===== config.mk =====
export PLATFORM = sky130hd
export DESIGN_NAME = score_bcd_digits
export DESIGN_NICKNAME = d
export VERILOG_FILES = /design/src/rtl/score_bcd_digits.sv
export SDC_FILE = /design/constraint.sdc
export NUM_CORES = 1
export LEC_CHECK = 0
export ABC_AREA = 1
export ABC_CLOCK_PERIOD_IN_PS = 1980
export BUFFER_PORTS_ARGS = -buffer_cell sky130_fd_sc_hd__buf_2
export CAP_MARGIN = 20
export CORE_MARGIN = 2
export CORE_UTILIZATION = 57
export DETAILED_ROUTE_END_ITERATION = 16
export PLACE_DENSITY = 0.9
export SLEW_MARGIN = 25
export SYNTH_ARGS = -nofsm -noshare
export SYNTH_HDL_FRONTEND = slang
export SYNTH_SLANG_ARGS = --single-unit
export TNS_END_PERCENT = 100

===== constraint.sdc =====
create_clock -name clock -period 1.98 [get_ports clock]
set_input_delay 0.396 -clock clock [delete_from_list [all_inputs] [get_ports clock]]
set_output_delay 0.396 -clock clock [all_outputs]
set_load 0.1 [all_outputs]

===== src/rtl/score_bcd_digits.sv =====
// score_bcd_digits: sequential binary-to-BCD converter (shift-add-3) feeding the
// per-digit seven-segment decoders, one nibble per display.
// Latency: digits/done appear BIN_WIDTH+1 edges after the accepted start edge.
// Backpressure: start is only honoured in IDLE; requests while busy are dropped.
//
// Ports:
//   clock    - system clock, rising edge
//   reset    - synchronous active-high reset (aborts any conversion)
//   start    - conversion request, sampled in IDLE only
//   value    - unsigned binary score, latched on the accepted start edge
//   busy     - high while a conversion is in flight (SHIFT and DONE states)
//   done     - one-cycle pulse when digits/overflow are refreshed
//   digits   - BCD result, [3:0] ones ... [4*DIGITS-1:4*DIGITS-4] most significant
//   overflow - last value exceeded 10^DIGITS-1; digits saturated to all 9s
module score_bcd_digits #(
    parameter int BIN_WIDTH = 14,
    parameter int DIGITS    = 4
) (
    input  logic                  clock,
    input  logic                  reset,
    input  logic                  start,
    input  logic [BIN_WIDTH-1:0]  value,
    output logic                  busy,
    output logic                  done,
    output logic [4*DIGITS-1:0]   digits,
    output logic                  overflow
);

    localparam int CW = $clog2(BIN_WIDTH + 1);
    localparam int BW = 4 * DIGITS;

    function automatic longint unsigned pow10_minus1(input int n);
        longint unsigned p;
        p = 1;
        for (int i = 0; i < n; i++) begin
            p = p * 10;
        end
        return p - 1;
    endfunction

    localparam longint unsigned MAX_VAL = pow10_minus1(DIGITS);

    typedef enum logic [1:0] {
        S_IDLE  = 2'd0,
        S_SHIFT = 2'd1,
        S_DONE  = 2'd2
    } state_t;

    state_t              r_state;
    state_t              w_next_state;

    logic [BIN_WIDTH-1:0] r_bin;
    logic [BW-1:0]        r_bcd;
    logic [CW-1:0]        r_count;
    logic                 r_ovf_pending;
    logic [BW-1:0]        r_digits;
    logic                 r_overflow;
    logic                 r_done;

    logic [BW-1:0]        w_bcd_adj;
    logic                 w_last_step;
    logic                 w_value_ovf;
    logic                 w_busy;

    // Final step is the one that brings the count up to BIN_WIDTH.
    assign w_last_step = (r_count == CW'(BIN_WIDTH - 1));

    // Zero-extend to 64 bits so the range test is exact for any BIN_WIDTH <= 64.
    assign w_value_ovf = (64'(value) > MAX_VAL);

    // Add-3 correction, every nibble evaluated from the current work register.
    always_comb begin
        w_bcd_adj = r_bcd;
        for (int d = 0; d < DIGITS; d++) begin
            if (r_bcd[4*d +: 4] >= 4'd5) begin
                w_bcd_adj[4*d +: 4] = r_bcd[4*d +: 4] + 4'd3;
            end
        end
    end

    // State register
    always_ff @(posedge clock) begin
        if (reset) begin
            r_state <= S_IDLE;
        end else begin
            r_state <= w_next_state;
        end
    end

    // Next-state logic
    always_comb begin
        w_next_state = r_state;
        case (r_state)
            S_IDLE:  if (start)       w_next_state = S_SHIFT;
            S_SHIFT: if (w_last_step) w_next_state = S_DONE;
            S_DONE:                   w_next_state = S_IDLE;
            default:                  w_next_state = S_IDLE;
        endcase
    end

    // Output logic
    always_comb begin
        w_busy = (r_state == S_SHIFT) || (r_state == S_DONE);
    end

    // Datapath and registered results
    always_ff @(posedge clock) begin
        if (reset) begin
            r_bin         <= '0;
            r_bcd         <= '0;
            r_count       <= '0;
            r_ovf_pending <= 1'b0;
            r_digits      <= '0;
            r_overflow    <= 1'b0;
            r_done        <= 1'b0;
        end else begin
            r_done <= 1'b0;
            case (r_state)
                S_IDLE: begin
                    if (start) begin
                        r_bin         <= value;
                        r_bcd         <= '0;
                        r_count       <= '0;
                        r_ovf_pending <= w_value_ovf;
                    end
                end
                S_SHIFT: begin
                    // Top BCD bit falls off; for out-of-range values the upper
                    // digits get corrupted, but saturation replaces them anyway.
                    {r_bcd, r_bin} <= {w_bcd_adj[BW-2:0], r_bin, 1'b0};
                    r_count        <= r_count + CW'(1);
                end
                S_DONE: begin
                    r_digits   <= r_ovf_pending ? {DIGITS{4'h9}} : r_bcd;
                    r_overflow <= r_ovf_pending;
                    r_done     <= 1'b1;
                end
                default: begin
                    r_done <= 1'b0;
                end
            endcase
        end
    end

    assign busy     = w_busy;
    assign done     = r_done;
    assign digits   = r_digits;
    assign overflow = r_overflow;

endmodule


Yosys cells after proc, flatten, opt, wreduce, memory -nomap -nowiden
Cells that the tools add are included.
{ "word_totals": {"register_bits": 55, "inputBits": 17, "out_inout_bits": 19, "word_cells": 44} }
{ "op_classes": {"addsub": 5, "order_cmp": 5, "n_eq_ne": 5, "muxes": 15, "reduce_logical": 6} }
{ "op_table": {"columns": ["operator", "n"], "rows": [
  ["16-bit 2-to-1 mux", 2],
  ["16-bit case mux with 2 select lines", 1],
  ["14-bit case mux with 2 select lines", 1],
  ["4-bit by 3-bit >= comparator with 1-bit output (second input constant)", 4],
  ["4-bit 2-to-1 mux", 4],
  ["14-bit > comparator (second input constant)", 1],
  ["14-bit 2-to-1 mux", 1],
  ["4-bit by 2-bit adder with 4-bit output (second input constant)", 3],
  ["4-bit case mux with 2 select lines", 1],
  ["2-bit AND reduction", 3],
  ["4-bit by 1-bit adder with 4-bit output (second input constant)", 1],
  ["4-bit == test (second input constant)", 1],
  ["2-bit 2-to-1 mux", 2],
  ["2-bit != test (second input constant)", 2],
  ["2-bit case mux with 2 select lines", 1],
  ["3-bit by 2-bit adder with 3-bit output (second input constant)", 1],
  ["3-bit 2-to-1 mux", 1],
  ["2-bit by 1-bit == test with 1-bit output (second input constant)", 1],
  ["2-bit == test (second input constant)", 1],
  ["2-bit logical NOT", 1],
  ["2-bit nonzero test", 1],
  ["1-bit logical OR", 1],
  ["1-bit 2-to-1 mux", 1]
]} }

Longest topological paths before layout
{ "logic_depth": {"depth_word": 3, "depth_mapped": 10, "ltp_nobuf": 9} }

Worst setup path before layout
OpenSTA, ideal clock, no wires.
{ "synth_path": {"path_type": "register to output", "start": "register r_state[0]", "end": "output busy", "arrival_ns": 1.259, "required_time_ns": 1.584, "slack_ns": 0.325, "stages_incl_launch_ff": 3, "path_buffers": 0, "path_cell_list": "dfxtp_1 > inv_1 > ha_1"} }
{ "synth_between": {"elab_chain_cells": 2, "elab_cells_between_ends": 3} }
{ "synth_rtl": {"columns": ["item", "line", "rtl"], "rows": [
  ["start: declaration", "49", "state_t r_state;"],
  ["start signal: assignment", "86", "r_state <= w_next_state;"],
  ["2-bit by 1-bit == test with 1-bit output or 2-bit == test (tied branches)", "103", "w_busy = (r_state == S_SHIFT) || (r_state == S_DONE);"],
  ["1-bit logical OR *", "103", null],
  ["end: declaration", "23", "output logic busy,"]
]} }
Mark *: on every way between the ends. The rest lies on a longest branch, timed or not.

Worst setup path in the final report
Ends and elaborated chain as after synthesis.

==> flow_metrics.tcl <==
set metrics [dict create \
    cts_htree_levels 2 \
    critical_path_buf_inv_count 2 \
    grt_overflow_total 0 \
    fin_tns_setup_ns 0 \
    post_synth.cell_area_avg_sq_um 7.62 \
    final-max-slew-violation-count 0 \
    place_hpwl_microns 3750 \
    ys_seq_elements 55 \
    die_width_microns 72.5 \
    worst_pin_slew_ns 0.488 \
    synth_area_sq_mm 0.00268 \
    final_antenna_net_count 0 \
    netlist-cell-type-count 26 \
    drtIter0Drc 166 \
    post-route-min-period_ns 1.90 \
    worstPathRequired_ns 1.58 \
    grt_pass1_wl_microns 9530 \
    cts_made_buffers 5 \
    final_min_period_over_clock_period_pct 95.9 \
    numClockSinks 55 \
    io_buf_count 35 \
    fillerInstances 395 \
    finalHoldWorstSlack_ns 0.326 \
    ctsRootBufferMaster "sky130_fd_sc_hd__clkbuf_8" \
    total_of_endpoints_with_negative_setup_slack_in_the_final_report 0 \
    synth-edff-count 0 \
    timing.critical_path.slowest_cell_delay_ns 0.42 \
    max-cap-violations 0 \
    postCtsHoldBufs 0 \
    synth.area.top_cells "sky130_fd_sc_hd__dfxtp_1 41%, sky130_fd_sc_hd__nand2_1 15%, sky130_fd_sc_hd__ha_1 7.0%, sky130_fd_sc_hd__a21oi_1 4.9%, sky130_fd_sc_hd__nor2_1 3.8%" \
    route.vias.total 2348 \
    path_class "flip-flop to output pin" \
    fp.coreArea_sq_mm 0.00444 \
    finalWirelength_microns 5340 \
    finalNetCount 414 \
    setup_ws_ns 0.0818 \
    critical-path-slowest-cell "sky130_fd_sc_hd__buf_2" \
    floorplan.die.height_microns 72.5 \
    grt_util_all_layers_pct 22.3 \
    regToRegSetupSlack_ns 0.28 \
    first_global_vias 2240 \
    grt_max_degree 42 \
    start_util_pct 60.2 \
    worst_ir_drop_vdd_mv 0.848 \
    setup.worst_path.end_class "output pin" \
    timing.critical_path.fanout_max 4 \
    timing.critical_path.arrival_ns 1.50 \
    clock_skew_ns 0.00812 \
    status "finished clean" \
    total_leakage_power_nw 1.22 \
    post-route-util_pct 66.6 \
    netlist_instances 351 \
    cts.repair_timing.setup_buffer_count 0 \
    layout-drive-gt1-share_pct 19.3 \
    achievable-frequency_mhz 527 \
    report.final.hold_viol_count 0 \
    wire_per_inst_microns 12.3 \
    power_per_cell_area_mw_per_mm2 1280 \
    slew_headroom_pct 67.4 \
    synth_top_flop_cell "sky130_fd_sc_hd__dfxtp_1" \
    final_common_cell "sky130_fd_sc_hd__nand2_1" \
    vias_per_cell 5.40 \
    timing.critical_path.cells "inv_1 > ha_1 > buf_2" \
    ys_async_sr_fraction_pct 0 \
    clk_latency_ns 0.31 \
    critical_path.top_delay_family "buffers and inverters" \
    yosys_top_cell_by_area "sky130_fd_sc_hd__dfxtp_1" \
    area_growth_syn_to_layout_pct 10.6 \
    number_of_cell_rows 24 \
    syn_nets 383 \
    cts_buffer_depth 2 \
    worst_setup_path_start_kind "flip-flop" \
    resize_count_post_cts 0 \
    pre_cts_slack_ns 0.317 \
    die_area_sq_mm 0.00526 \
    antenna_found_initial 0 \
    num_antenna_cells 0 \
    clk_pin_slew_ns 0.10 \
    synth-seq-area-share_pct 41.1 \
    tritoncts "yes" \
    synthesis_warning_total 0 \
    drt_drc_violations_left 0 \
    min_path_type "primary input to flip-flop" \
    synth_top_area_share_pct 41.1 \
    rsz_0062_raised_after_global_routing "no" \
    routabilityCongestion 0.805 \
    drt_pass1_iterations 4 \
    most-common-layout-cells "110 x sky130_fd_sc_hd__nand2_1, 55 x sky130_fd_sc_hd__dfxtp_1, 35 x sky130_fd_sc_hd__buf_2" \
    boundaryPins 36 \
]
-- flip-flops by register name, indices dropped and copies added, names as in the netlist --
name and flops:
digits 16, done 1, overflow 1, r_bcd 16, r_bin 14, r_count 4, r_ovf_pending 1, r_state 2
-- cell families (layout without fill, tap and decap cells) --
family / count (synthesis) / in the layout / share of synthesized area (%)
compound gates: 71 / 71 / 16.4
buf+inv: 43 / 75 / 8.23
simple gates: 167 / 167 / 27.3
fa+ha+maj: 15 / 15 / 7.01
flops: 55 / 55 / 41.1
-- final cells by class --
cell class | count | area [sq um] | share of cell area [%]
Clock buffer | 5 | 68.8 | 2.33
Tap cell | 52 | 65.1 | 2.20
Clock inverter | 3 | 46.3 | 1.56
Multi-Input combinational cell | 253 | 1360 | 45.8
Timing Repair Buffer | 39 | 218 | 7.36
Inverter | 28 | 105 | 3.55
Sequential cell | 55 | 1100 | 37.2
-- cell usage after synthesis (8+ instances only) --
library cell / instances
sky130_fd_sc_hd__nand3_1: 10
sky130_fd_sc_hd__nand4_1: 8
sky130_fd_sc_hd__nand2_1: 110
sky130_fd_sc_hd__a21oi_1: 26
sky130_fd_sc_hd__ha_1: 15
sky130_fd_sc_hd__nand3_2: 8
sky130_fd_sc_hd__inv_1: 24
sky130_fd_sc_hd__o21ai_0: 16
sky130_fd_sc_hd__a31oi_1: 13
sky130_fd_sc_hd__a21oi_2: 10
sky130_fd_sc_hd__nor2_1: 27
sky130_fd_sc_hd__dfxtp_1: 55
-- through the flow --
step / total power, W / std cells / cell area (sq um)
detailed placement: 0.00307 / 427 / 2840
global placement: 0.00303 / 427 / 2840
global route: 0.00400 / 435 / 2960
finish: 0.00379 / 435 / 2960
floorplan: 0.00286 / 351 / 2680
CTS: 0.00382 / 435 / 2960
-- worst reg2reg max path, delay by kind of cell, from the launching register on --
family | cells | cell delay (ns)
AND/OR/NAND/NOR | 2 | 0.32
flip-flops | 1 | 0.37
adder cells (fa/ha/maj) | 1 | 0.24
AO/OA/AOI/OAI | 2 | 0.26
buffers and inverters | 2 | 0.43
-- power by group --
part / switching [W] / internal [W] / total [W]
clock network: 0.000370 / 0.000381 / 0.000752
registers: 0.0000972 / 0.00129 / 0.00139
logic: 0.00132 / 0.000336 / 0.00165
-- path summary, 6_finish.rpt --
kind,endpoint,startpoint,depth (start not counted)
setup / recovery,busy,r_state[0],3
hold reg to reg,digits[2],digits[2],2
hold / removal,r_bin[0],value[0],3
setup reg to reg,r_bcd[13],r_state[0],7
-- per-layer routing --
layer	wire [microns]	vias to the layer above	GRT usage [%]
met1	2360	1059	27.4
met3	246	14	4.72
met5	0	-	0
met4	120	0	7.61
met2	2610	66	38.7
li1	-	1209	-
Note: power is estimated with default switching activity, not from simulation.
